File: src/rtl/mux_lut_pkg.sv
// mux_lut_pkg: leg-code constants and FSM state type shared by the mux LUT evaluator.
package mux_lut_pkg;
    localparam logic [1:0] CODE_ZERO = 2'b00;
    localparam logic [1:0] CODE_ONE  = 2'b01;
    localparam logic [1:0] CODE_VAR  = 2'b10;
    localparam logic [1:0] CODE_NVAR = 2'b11;

    typedef enum logic [1:0] {
        ST_IDLE  = 2'd0,
        ST_LOAD  = 2'd1,
        ST_SWEEP = 2'd2
    } state_e;
endpackage

File: src/rtl/mux_lut_eval_if.sv
// mux_lut_eval_if: config, evaluation and sweep signals of the mux LUT evaluator.
interface mux_lut_eval_if #(parameter int NVAR = 3);
    logic            cfg_valid;
    logic [1:0]      cfg_code;
    logic            cfg_ready;
    logic            cfg_done;
    logic [NVAR-1:0] vars_in;
    logic            eval_valid;
    logic            sweep_start;
    logic            f_out;
    logic            f_valid;
    logic [NVAR-1:0] f_idx;
    logic            sweep_busy;
    logic            sweep_done;
    logic [NVAR:0]   ones_count;

    modport master (
        output cfg_valid, cfg_code, vars_in, eval_valid, sweep_start,
        input  cfg_ready, cfg_done, f_out, f_valid, f_idx, sweep_busy, sweep_done, ones_count
    );
    modport slave (
        input  cfg_valid, cfg_code, vars_in, eval_valid, sweep_start,
        output cfg_ready, cfg_done, f_out, f_valid, f_idx, sweep_busy, sweep_done, ones_count
    );
endinterface

File: src/rtl/mux_nx1.sv
// mux_nx1: parametrised LEGS:1 single-bit multiplexer.
module mux_nx1 #(
    parameter int LEGS = 4
) (
    input  logic [LEGS-1:0]         i_data,
    input  logic [$clog2(LEGS)-1:0] i_sel,
    output logic                    o_y
);
    assign o_y = i_data[i_sel];
endmodule

File: src/rtl/mux_lut_eval.sv
// mux_lut_eval: Boolean function of NVAR variables as a mux of leg codes over vars[0],
// with shadow/active table loading, single evaluation and exhaustive sweep.
module mux_lut_eval
    import mux_lut_pkg::*;
#(
    parameter int NVAR = 3
) (
    input logic           clk,
    input logic           rst,
    mux_lut_eval_if.slave bus
);
    localparam int LEGS = 2 ** (NVAR - 1);
    localparam int SW   = NVAR - 1;

    state_e                 r_state;
    logic [SW-1:0]          r_leg;
    logic [LEGS-1:0][1:0]   r_shadow, r_active;
    logic                   r_tvalid, r_cfg_done;
    logic                   r_f_out, r_f_valid, r_last, r_sweep_done;
    logic [NVAR-1:0]        r_f_idx, r_k;
    logic [NVAR:0]          r_acc, r_ones;

    logic                   w_xfer, w_commit, w_start, w_eval, w_sweeping, w_f;
    logic [NVAR-1:0]        w_x;
    logic [LEGS-1:0]        w_legs;
    logic [LEGS-1:0][1:0]   w_shadow_nxt;
    state_e                 w_state_nxt;

    assign w_sweeping = r_state == ST_SWEEP;
    assign w_xfer     = bus.cfg_valid && !w_sweeping;
    assign w_commit   = w_xfer && (&r_leg);
    assign w_start    = bus.sweep_start && r_tvalid && !w_sweeping;
    assign w_eval     = bus.eval_valid && r_tvalid && !w_sweeping;
    assign w_x        = w_sweeping ? r_k : bus.vars_in;

    always_comb begin
        w_shadow_nxt        = r_shadow;
        w_shadow_nxt[r_leg] = bus.cfg_code;
    end

    // Sweep wins over commit so a same-edge commit is swept from the new active table.
    assign w_state_nxt = w_sweeping ? ((&r_k) ? ST_IDLE : ST_SWEEP) :
                         w_start    ? ST_SWEEP :
                         w_commit   ? ST_IDLE  :
                         w_xfer     ? ST_LOAD  : r_state;

    for (genvar l = 0; l < LEGS; l++) begin : g_leg
        assign w_legs[l] = r_active[l] == CODE_ONE  ? 1'b1 :
                           r_active[l] == CODE_VAR  ? w_x[0] :
                           r_active[l] == CODE_NVAR ? ~w_x[0] : 1'b0;
    end

    mux_nx1 #(.LEGS(LEGS)) u_mux (
        .i_data (w_legs),
        .i_sel  (w_x[NVAR-1:1]),
        .o_y    (w_f)
    );

    always_ff @(posedge clk) begin
        if (rst) begin
            r_state      <= ST_IDLE;
            r_leg        <= '0;
            r_shadow     <= {LEGS{CODE_ZERO}};
            r_active     <= {LEGS{CODE_ZERO}};
            r_tvalid     <= 1'b0;
            r_cfg_done   <= 1'b0;
            r_f_out      <= 1'b0;
            r_f_valid    <= 1'b0;
            r_f_idx      <= '0;
            r_last       <= 1'b0;
            r_sweep_done <= 1'b0;
            r_k          <= '0;
            r_acc        <= '0;
            r_ones       <= '0;
        end else begin
            r_state      <= w_state_nxt;
            r_cfg_done   <= w_commit;
            if (w_xfer) begin
                r_shadow <= w_shadow_nxt;
                r_leg    <= r_leg + SW'(1);
            end
            if (w_commit) begin
                r_active <= w_shadow_nxt;
                r_tvalid <= 1'b1;
            end
            r_f_valid    <= w_eval || w_sweeping;
            if (w_eval || w_sweeping) begin
                r_f_out <= w_f;
                r_f_idx <= w_x;
            end
            r_last       <= w_sweeping && (&r_k);
            r_sweep_done <= r_last;
            if (w_start) begin
                r_k   <= '0;
                r_acc <= '0;
            end else if (w_sweeping) begin
                r_k   <= r_k + NVAR'(1);
                r_acc <= r_acc + (NVAR+1)'(w_f);
            end
            if (w_sweeping && (&r_k))
                r_ones <= r_acc + (NVAR+1)'(w_f);
        end
    end

    assign bus.cfg_ready  = !w_sweeping;
    assign bus.cfg_done   = r_cfg_done;
    assign bus.f_out      = r_f_out;
    assign bus.f_valid    = r_f_valid;
    assign bus.f_idx      = r_f_idx;
    assign bus.sweep_busy = w_sweeping;
    assign bus.sweep_done = r_sweep_done;
    assign bus.ones_count = r_ones;
endmodule
File: src/flat_wrapper.sv
// flat-port wrapper written by rule: the top's interface ports become plain ports
module mux_lut_eval_flat import mux_lut_pkg::*;
#(
    parameter int NVAR = 3
)
  (clk, rst, bus_cfg_valid, bus_cfg_code, bus_vars_in, bus_eval_valid, bus_sweep_start, bus_cfg_ready, bus_cfg_done, bus_f_out, bus_f_valid, bus_f_idx, bus_sweep_busy, bus_sweep_done, bus_ones_count);
  mux_lut_eval_if #(.NVAR(NVAR)) bus_i ();
  input logic clk;
  input logic rst;
  input wire logic [$bits(bus_i.cfg_valid)-1:0] bus_cfg_valid;
  input wire logic [$bits(bus_i.cfg_code)-1:0] bus_cfg_code;
  input wire logic [$bits(bus_i.vars_in)-1:0] bus_vars_in;
  input wire logic [$bits(bus_i.eval_valid)-1:0] bus_eval_valid;
  input wire logic [$bits(bus_i.sweep_start)-1:0] bus_sweep_start;
  output wire logic [$bits(bus_i.cfg_ready)-1:0] bus_cfg_ready;
  output wire logic [$bits(bus_i.cfg_done)-1:0] bus_cfg_done;
  output wire logic [$bits(bus_i.f_out)-1:0] bus_f_out;
  output wire logic [$bits(bus_i.f_valid)-1:0] bus_f_valid;
  output wire logic [$bits(bus_i.f_idx)-1:0] bus_f_idx;
  output wire logic [$bits(bus_i.sweep_busy)-1:0] bus_sweep_busy;
  output wire logic [$bits(bus_i.sweep_done)-1:0] bus_sweep_done;
  output wire logic [$bits(bus_i.ones_count)-1:0] bus_ones_count;
  assign bus_i.cfg_valid = bus_cfg_valid;
  assign bus_i.cfg_code = bus_cfg_code;
  assign bus_i.vars_in = bus_vars_in;
  assign bus_i.eval_valid = bus_eval_valid;
  assign bus_i.sweep_start = bus_sweep_start;
  assign bus_cfg_ready = bus_i.cfg_ready;
  assign bus_cfg_done = bus_i.cfg_done;
  assign bus_f_out = bus_i.f_out;
  assign bus_f_valid = bus_i.f_valid;
  assign bus_f_idx = bus_i.f_idx;
  assign bus_sweep_busy = bus_i.sweep_busy;
  assign bus_sweep_done = bus_i.sweep_done;
  assign bus_ones_count = bus_i.ones_count;
  mux_lut_eval #(.NVAR(NVAR)) u_core (.clk(clk), .rst(rst), .bus(bus_i));
endmodule
File: config.mk
export PLATFORM = sky130hd
export DESIGN_NAME = mux_lut_eval_flat
export DESIGN_NICKNAME = d
export VERILOG_FILES = /design/src/rtl/mux_lut_pkg.sv /design/src/rtl/mux_lut_eval_if.sv /design/src/rtl/mux_nx1.sv /design/src/rtl/mux_lut_eval.sv /design/src/flat_wrapper.sv
export SDC_FILE = /design/constraint.sdc
export NUM_CORES = 1
export LEC_CHECK = 0
export BUFFER_PORTS_ARGS = -buffer_cell sky130_fd_sc_hd__buf_2
export CELL_PAD_IN_SITES_DETAIL_PLACEMENT = 1
export CELL_PAD_IN_SITES_GLOBAL_PLACEMENT = 1
export CORE_MARGIN = 2
export CORE_UTILIZATION = 45
export DETAILED_ROUTE_END_ITERATION = 7
export MAX_ROUTING_LAYER = met4
export PLACE_DENSITY_LB_ADDON = 0.1
export SLEW_MARGIN = 15
export SYNTH_ARGS = -nofsm -noshare
export SYNTH_HDL_FRONTEND = slang
export SYNTH_SLANG_ARGS = --single-unit
export TNS_END_PERCENT = 5
File: constraint.sdc
create_clock -name clk -period 5.32 [get_ports clk]
set_clock_uncertainty 0.1 [all_clocks]
set_input_delay 1.596 -clock clk [delete_from_list [all_inputs] [get_ports clk]]
set_output_delay 1.596 -clock clk [all_outputs]
set_load 0.005 [all_outputs]
; ---- Word level (Yosys, flattened, before mapping)
; Cells that the tools add are included.
[word_totals]
ff_bits = 40
latchBits = 0
ramBits = 0
romBits = 0
in_bits = 10
out_inout_bits = 13
mem_count = 0
[op_classes]
addsub = 3
n_mul = 0
n_div = 0
magnitude_cmp = 3
n_eq_ne = 13
shift = 0
n_mux = 23
bitwise = 1
n_reduce_logical = 14
[op_table]
columns = cell, count
row1 = == test 2 bit (second input constant), 9
row2 = 2-to-1 mux 1 bit, 13
row3 = 2-to-1 mux 2 bit, 6
row4 = bitwise mux 8 bit, 1
row5 = == test 2 x 1 -> 1 bit (second input constant), 4
row6 = logical AND 1 bit, 8
row7 = less-than comparator 2 x 3 -> 1 bit (second input constant), 2
row8 = adder 4 x 1 -> 4 bit, 1
row9 = demux 2 bit (select 2 bit), 1
row10 = nonzero test 4 bit, 1
row11 = adder 3 x 1 -> 3 bit (second input constant), 1
row12 = 2-to-1 mux 3 bit, 1
row13 = AND reduction 3 bit, 1
row14 = adder 2 x 1 -> 2 bit (second input constant), 1
row15 = binary-select mux 1 bit (select 2 bit), 1
row16 = greater-or-equal comparator 2 x 1 -> 1 bit (second input constant), 1
row17 = AND reduction 2 bit, 1
row18 = OR reduction 2 bit, 1
row19 = zero test 1 bit, 1
row20 = logical OR 1 bit, 1
row21 = inverter 1 bit, 1

; ---- Logic depth before layout (Yosys ltp)
; Gate-level depths: netlist of run 1.
[depth]
ltp_word = 9
mapped_depth = 12
mapped_depth_nobuf = 11

; ---- Modules after synthesis
; From an unflattened synthesis of run 1, not the netlist that was laid out.
[unflattened]
hier_cells = 193
hier_area_um2 = 1778.0
[by_module_without_submodules]
columns = module, instances, cells_per_inst, area_each_um2, seq_area_each_um2
row1 = mux_lut_eval, 1, 192, 1755.4, 760.7
row2 = mux_nx1, 1, 1, 22.5, 0.0

; ---- Least setup slack after synthesis of run 1
; No wires, ideal clock.
[synth_timing]
path_type = in2reg
start = input port bus_vars_in[0]
end = register u_core.r_ones[2], in the netlist u_core.bus.ones_count[2]
setup_ps = 86
t_arrival_ps = 2943
t_required_ps = 5134
setup_slack_ps = 2191
path_stages = 9
path_buffers = 0
path_cell_list = a31oi_1 -> xor2_1 -> mux2i_1 -> mux2i_1 -> inv_1 -> ha_1 -> ha_1 -> xnor2_1 -> a211oi_1
[synth_via]
elab_chain_cells = 8
[synth_lines]
columns = element, line_no
row1 = from (decl), flat_wrapper.sv:12  ; input wire logic [$bits(bus_i.vars_in)-1:0] bus_vars_in;
row2 = 2-to-1 mux 3 bit (*), mux_lut_eval.sv:34  ; assign w_x = w_sweeping ? r_k : bus.vars_in;
row3 = inverter 1 bit, mux_lut_eval.sv:50  ; r_active[l] == CODE_NVAR ? ~w_x[0] : 1'b0;
row4 = 2-to-1 mux 1 bit, mux_lut_eval.sv:50
row5 = 2-to-1 mux 1 bit, mux_lut_eval.sv:49  ; r_active[l] == CODE_VAR ? w_x[0] :
row6 = 2-to-1 mux 1 bit, mux_lut_eval.sv:48  ; assign w_legs[l] = r_active[l] == CODE_ONE ? 1'b1 :
row7 = binary-select mux 1 bit (select 2 bit) (*), mux_nx1.sv:9  ; assign o_y = i_data[i_sel];
row8 = 2-to-1 mux 1 bit (implied by the code) (*), mux_nx1.sv:9
row9 = net u_core.u_mux.o_y, mux_nx1.sv:7  ; output logic o_y
row10 = adder 4 x 1 -> 4 bit (*), mux_lut_eval.sv:101  ; r_ones <= r_acc + (NVAR+1)'(w_f);
row11 = to (signal assigned), mux_lut_eval.sv:101
row12 = to (decl), mux_lut_eval.sv:21  ; logic [NVAR:0] r_acc, r_ones;
; Mark *: on every way through the listed nets, which the timed path passes. The rest lies on a longest branch. The select of a mux whose other input is x is not followed.
; A chain may end at the register's enable or synchronous reset.

; ---- Worst setup path in the final report of run 1
[layout_timing]
start = register u_core.r_state[0]
end = output port bus_sweep_busy
[layout_via]
elab_chain_cells = 1
[layout_lines]
columns = element, line_no
row1 = from (decl), mux_lut_eval.sv:15  ; state_e r_state;
row2 = from (signal assigned), mux_lut_eval.sv:76  ; r_state <= w_state_nxt;
row3 = == test 2 bit, mux_lut_eval.sv:29  ; assign w_sweeping = r_state == ST_SWEEP;
row4 = to (decl), flat_wrapper.sv:20  ; output wire logic [$bits(bus_i.sweep_busy)-1:0] bus_sweep_busy;
; No other way between the ends.

==> results.json, run 1 <==
{
  "grtUsageMet2_pct": 33.4,
  "fp.dieH_um": 65.4,
  "peakVddDrop_mv": 0.144,
  "grt_max_degree": 32,
  "r2r_slack_ns": 2.42,
  "finalSetupTns_ns": 0,
  "start_kind": "register",
  "numPortBuffers": 22,
  "tightest_slew_ns": 0.586,
  "synthCells": 187,
  "grt_usage_pct": 20.6,
  "cts.path.max_buffers": 2,
  "grtUsageMet1_pct": 24.9,
  "rsz0062_at_grt": "no",
  "critical_path.startpoint": "u_core.r_state[0]$_SDFFE_PP0P_",
  "cts_tree": "done",
  "final.fill_count": 462,
  "syn_to_final_growth_pct": 11.9,
  "yosysWarnings": 0,
  "power_density_mw_per_mm2": 275,
  "worst-r2r-cell-count": 10,
  "fin_nets": 226,
  "synth_top_area_cell": "dfxtp_1",
  "post_cts_buffers": 0,
  "drtAntennaViolNets": 0,
  "p_leak_nw": 0.774,
  "clk_latency_ns": 0.28,
  "gp_congestion": 0.729,
  "hpwl_um": 2770,
  "cts_root_buffer": "clkbuf_8",
  "start_util_pct": 46.6,
  "relSlewSlack_pct": 60.9,
  "drive_gt1_share_pct": 15.9,
  "cts-htree-levels": 2,
  "ys_ff_latch": 38,
  "setup_violations": 0,
  "netlist_area_mm2": 0.00169,
  "drtIter0Drc": 35,
  "critPathMaxFanout": 12,
  "maxCapViolations": 0,
  "slew_violations": 0,
  "worst-setup-path-type": "register to primary output",
  "cts_sinks": 38,
  "cts_buffers": 5,
  "critPathArrivalTime_ns": 1.67,
  "drc": 0,
  "grt_pass1_wl_um": 6580,
  "routed_wl_um": 3710,
  "netlist.area_leader.share_pct": 44.9,
  "power_w": 0.000522,
  "period_needed_ns": 3.37,
  "antenna_found_initial": 0,
  "whs_path_depth": 1,
  "cts.hold.buffers_added": 0,
  "min-delay-start": "u_core.r_last$_SDFF_PP0_",
  "core_mm2": 0.00363,
  "use_met3_pct": 3.77,
  "grt_pass1_vias": 1428,
  "die_x_um": 65.4,
  "vias_per_cell": 5.30,
  "yosysSeqAreaShare_pct": 44.9,
  "busiest_layer": "met2",
  "dieArea_mm2": 0.00427,
  "synthTopCellsByArea": "dfxtp_1 (45%), mux2i_1 (7.1%), nand2_1 (6.2%)",
  "syn_area_per_cell_um2": 9.06,
  "cp.required_ns": 3.62,
  "antenna_cells": 0,
  "clkTransAtPathRegs_ns": 0.07,
  "fmax_mhz": 297,
  "wl_per_cell_um": 14.5,
  "status": "complete, no violations",
  "hold_class": "register to register",
  "drt_pass1_iterations": 4,
  "period_share_pct": 63.3,
  "via_count": 1357,
  "row_count": 22,
  "synth_nets": 205,
  "timing.rr.start": "u_core.r_state[0]$_SDFFE_PP0P_",
  "yosys.cell_types.count": 30,
  "hold_viol_final": 0,
  "overflow": 0,
  "r2r-end": "u_core.bus.ones_count[2]$_SDFFE_PP0P_",
  "post_cts_resized": 0,
  "hold_end": "u_core.bus.sweep_done$_SDFF_PP0_",
  "io_pins": 23,
  "crit_path_end_kind": "primary output"
}
through the flow:
step / hold slack (ns) / worst slack (ns) / utilization (%) / cell area (µm²) / std cells
6_report: 0.352 / 1.95 / 52.2 / 1900 / 256
5_1_grt: 0.362 / 1.82 / 52.2 / 1900 / 256
4_1_cts: 0.354 / 1.94 / 52.2 / 1900 / 256
3_5_place_dp: 0.346 / 1.77 / 50.1 / 1820 / 249
3_3_place_gp: 0.331 / 1.88 / 50.1 / 1820 / 249
2_1_floorplan: 0.314 / 2.19 / - / 1690 / 187
critical path, stage by stage (launching register included):
cell	delay, ns
dfxtp_1	0.43
nand2b_1	0.44
buf_4	0.28
inv_2	0.10
buf_2	0.14
worst max-delay path by stage:
stage                                                  endpoint  slack [ns]  cells after the start
final                                            bus_sweep_busy        1.95                      4
after global routing                             bus_sweep_busy        1.82                      4
after CTS                                        bus_sweep_busy        1.94                      4
after detailed placement  u_core.bus.ones_count[1]$_SDFFE_PP0P_        1.77                     10
after global placement    u_core.bus.ones_count[2]$_SDFFE_PP0P_        1.88                     10
after floorplan           u_core.bus.ones_count[2]$_SDFFE_PP0P_        2.19                      9
layout make-up:
type / count / area [µm²] / share of cell area, %
Inverter: 5 / 18.8 / 0.990
Clock buffer: 7 / 76.3 / 4.03
Timing Repair Buffer: 23 / 118 / 6.20
Multi-Input combinational cell: 135 / 862 / 45.5
Tap cell: 48 / 60.1 / 3.17
Sequential cell: 38 / 761 / 40.1
report_power, final:
group          switching, W  internal, W
clock network     0.0000917    0.0000902
logic             0.0000266    0.0000176
registers        0.00000495     0.000291
total              0.000123     0.000398
registers in the layout, summed over array words and instances (netlist names):
register	flops
u_core.r_active	8
u_core.r_shadow	6
u_core.bus.ones_count	4
u_core.r_acc	4
u_core.bus.f_idx	3
u_core.r_k	3
u_core.r_leg	2
u_core.r_state	2
u_core.bus.cfg_done	1
u_core.bus.f_out	1
u_core.bus.f_valid	1
u_core.bus.sweep_done	1
u_core.r_last	1
u_core.r_tvalid	1
cells in the mapped netlist (all sizes together):
master / n
dfxtp: 38
and4b: 4
and3: 1
a31o: 1
a21oi: 15
inv: 5
clkbuf: 4
nor2b: 2
a211oi: 11
nand2: 28
nor2: 24
buf: 5
ha: 8
a22oi: 1
xnor2: 3
a311oi: 1
nand2b: 1
nor3: 2
xor2: 7
nand3: 7
mux2i: 13
a31oi: 4
and2: 2
per-layer routing:
metal | up-vias | wire length (µm)
met5 | - | 0
met2 | 20 | 1850
met1 | 652 | 1680
met3 | 5 | 133
li1 | 680 | -
met4 | 0 | 44
cells by family (layout without fill, tap and decap cells):
kind of cell | Yosys count | count (layout) | share of synthesized area, %
adder cells (fa/ha/maj) | 8 | 8 | 5.91
buffers and inverters | 14 | 35 | 4.21
AO/OA/AOI/OAI | 33 | 33 | 12.6
flip-flops | 38 | 38 | 44.9
multiplexers | 13 | 13 | 8.42
AND/OR/NAND/NOR | 71 | 71 | 18.8
XOR/XNOR | 10 | 10 | 5.17
placed cells by master, fill, tap and decap left out, drive strengths merged, types with 3 or more instances in the layout:
cell type,instances
dfxtp,38
inv,5
and4b,4
nor2,24
nand3,7
xor2,7
a21oi,15
clkbuf,7
mux2i,13
ha,8
a211oi,11
a31oi,4
xnor2,3
buf,23
nand2,28
No activity file was read; power rests on OpenSTA's default activity.
==> run 2, diff against run 1 <==
Settings changed: CORE_UTILIZATION 45 to 42.
Clock period 5.32 ns to 3.2 ns, I/O delays scaled along.
==> results.json, run 2 (synthesis gave the netlist of run 1 again) <==
{
  "finalSetupTns_ns": 0,
  "post_cts_buffers": 0,
  "critPathArrivalTime_ns": 1.69,
  "top_regs": "u_core.r_active (8), u_core.r_shadow (6)",
  "largest_reg_flops": 8,
  "clkTransAtPathRegs_ns": 0.08,
  "fmax_mhz": 363,
  "largest_register": "u_core.r_active",
  "via_count": 1382,
  "p_sw_w": 0.000222,
  "cp_slowest_stage_delay_ns": 0.45,
  "regArea_um2": 761,
  "grt_pass1_vias": 1436,
  "critPathMaxFanout": 11,
  "core_mm2": 0.00394,
  "hold_class": "register to register",
  "rsz0062_at_grt": "no",
  "crit_path_end_kind": "primary output",
  "final.fill_count": 452,
  "relSlewSlack_pct": 65.4,
  "routed_wl_um": 3950,
  "p_int_w": 0.000686,
  "drive_gt1_share_pct": 17.6,
  "fp.dieH_um": 67.5,
  "cts.hold.buffers_added": 0,
  "cts_buffers": 5,
  "period_needed_ns": 2.75,
  "start_kind": "register",
  "setup_violations": 0,
  "syn_to_final_growth_pct": 13.6,
  "grt_pass1_wl_um": 6850,
  "die_x_um": 67.5,
  "cts_root_buffer": "clkbuf_8",
  "antenna_cells": 0,
  "tightest_slew_ns": 0.519,
  "cts_tree": "done",
  "final_cell_mix": "dfxtp_1 (38), nand2_1 (28), nor2_1 (24)",
  "p_clk_share_pct": 37.7,
  "sw_frac_of_total_pct": 24.4,
  "path_cells": "nand2b_1 > buf_4 > inv_2 > buf_2",
  "grt_usage_pct": 20.7,
  "row_count": 23,
  "peakVddDrop_mv": 0.293,
  "hpwl_um": 3030,
  "numPortBuffers": 22,
  "post_cts_resized": 0,
  "multi_input_comb_area_um2": 862,
  "cts-htree-levels": 2,
  "grt_max_degree": 20,
  "dieArea_mm2": 0.00456,
  "final_common_cell": "dfxtp_1",
  "crit_family": "buffers and inverters",
  "status": "complete, no violations",
  "period_share_pct": 86.0,
  "maxCapViolations": 0,
  "slew_violations": 0,
  "seqPwrFrac_pct": 54.1,
  "cp.required_ns": 2.14,
  "overflow": 0,
  "fin_nets": 227,
  "worst-setup-path-type": "register to primary output",
  "start_util_pct": 43.0,
  "drc": 0,
  "antenna_found_initial": 0,
  "drt_pass1_iterations": 4,
  "hold_viol_final": 0,
  "slowest_stage": "nand2b_1",
  "drtAntennaViolNets": 0,
  "design_area_mm2": 0.00192,
  "io_pins": 23,
  "drtIter0Drc": 108,
  "cts.path.max_buffers": 2,
  "wl_per_cell_um": 15.2,
  "p_leak_nw": 0.788,
  "cts_sinks": 38,
  "vias_per_cell": 5.32,
  "crit_buf_inv": 3,
  "gp_congestion": 0.710,
  "clk_latency_ns": 0.28,
  "combPwrFrac_pct": 8.1,
  "dpl_cell_area_mm2": 0.00183,
  "power_density_mw_per_mm2": 472
}
==> run 2: changes by cell type in the layout (fill, tap and decap cells not counted) <==
cell / delta
buf_4: +1
clkinv_2: +1
clkinvlp_4: +1
clkbuf_8: +1
clkbuf_1: -2
==> run 2: worst reg2reg max path: stages, from the launching register on <==
cell,delay [ns]
dfxtp_1,0.43
nand2b_1,0.45
mux2i_4,0.37
mux2i_1,0.11
mux2i_1,0.27
inv_1,0.08
ha_1,0.20
ha_1,0.22
xnor2_1,0.13
a211oi_1,0.23
==> run 2: area by class of cell <==
cell class	count	share of cell area (%)
clock buffers	6	4.29
clock inverters	2	0.650
inverters	5	0.975
multi-input cells	135	44.8
flip-flops and latches	38	39.5
well taps	50	3.25
repair buffers	24	6.50
==> run 2: worst paths after layout <==
kind                                        from                                     to  slack (ns)  depth (start not counted)
setup / recovery  u_core.r_state[0]$_SDFFE_PP0P_                         bus_sweep_busy        0.45                          4
hold / removal          u_core.r_last$_SDFF_PP0_       u_core.bus.sweep_done$_SDFF_PP0_        0.36                          1
setup reg to reg  u_core.r_state[0]$_SDFFE_PP0P_  u_core.bus.ones_count[2]$_SDFFE_PP0P_        0.54                          9
hold reg to reg         u_core.r_last$_SDFF_PP0_       u_core.bus.sweep_done$_SDFF_PP0_        0.36                          1
==> run 2: through the flow <==
stage          worst slack [ns]  power (W)  hold WS, ns  instances  util [%]
3_5_place_dp              0.272   0.000577        0.352        252      46.4
4_1_cts                   0.428   0.000921        0.365        260      48.8
3_3_place_gp              0.408   0.000572        0.335        252      46.4
6_report                  0.448   0.000908        0.363        260      48.8
5_1_grt                   0.253   0.000953        0.378        260      48.8
2_1_floorplan             0.707   0.000551        0.314        187         -
==> run 2: routing by layer <==
layer	vias to the layer above	GRT usage (%)	wire [µm]
li1	682	-	-
met1	676	26.1	1800
met2	20	33.8	2010
met3	4	4.00	122
met4	0	5.36	26
met5	-	-	0
==> run 2: power by group through the flow <==
stage          Clock (W)  Sequential (W)  Combinational [W]
6_report        0.000343        0.000491          0.0000740
5_1_grt         0.000377        0.000493          0.0000830
4_1_cts         0.000354        0.000491          0.0000753
3_5_place_dp           0        0.000503          0.0000748
3_3_place_gp           0        0.000501          0.0000704
2_1_floorplan          0        0.000500          0.0000511
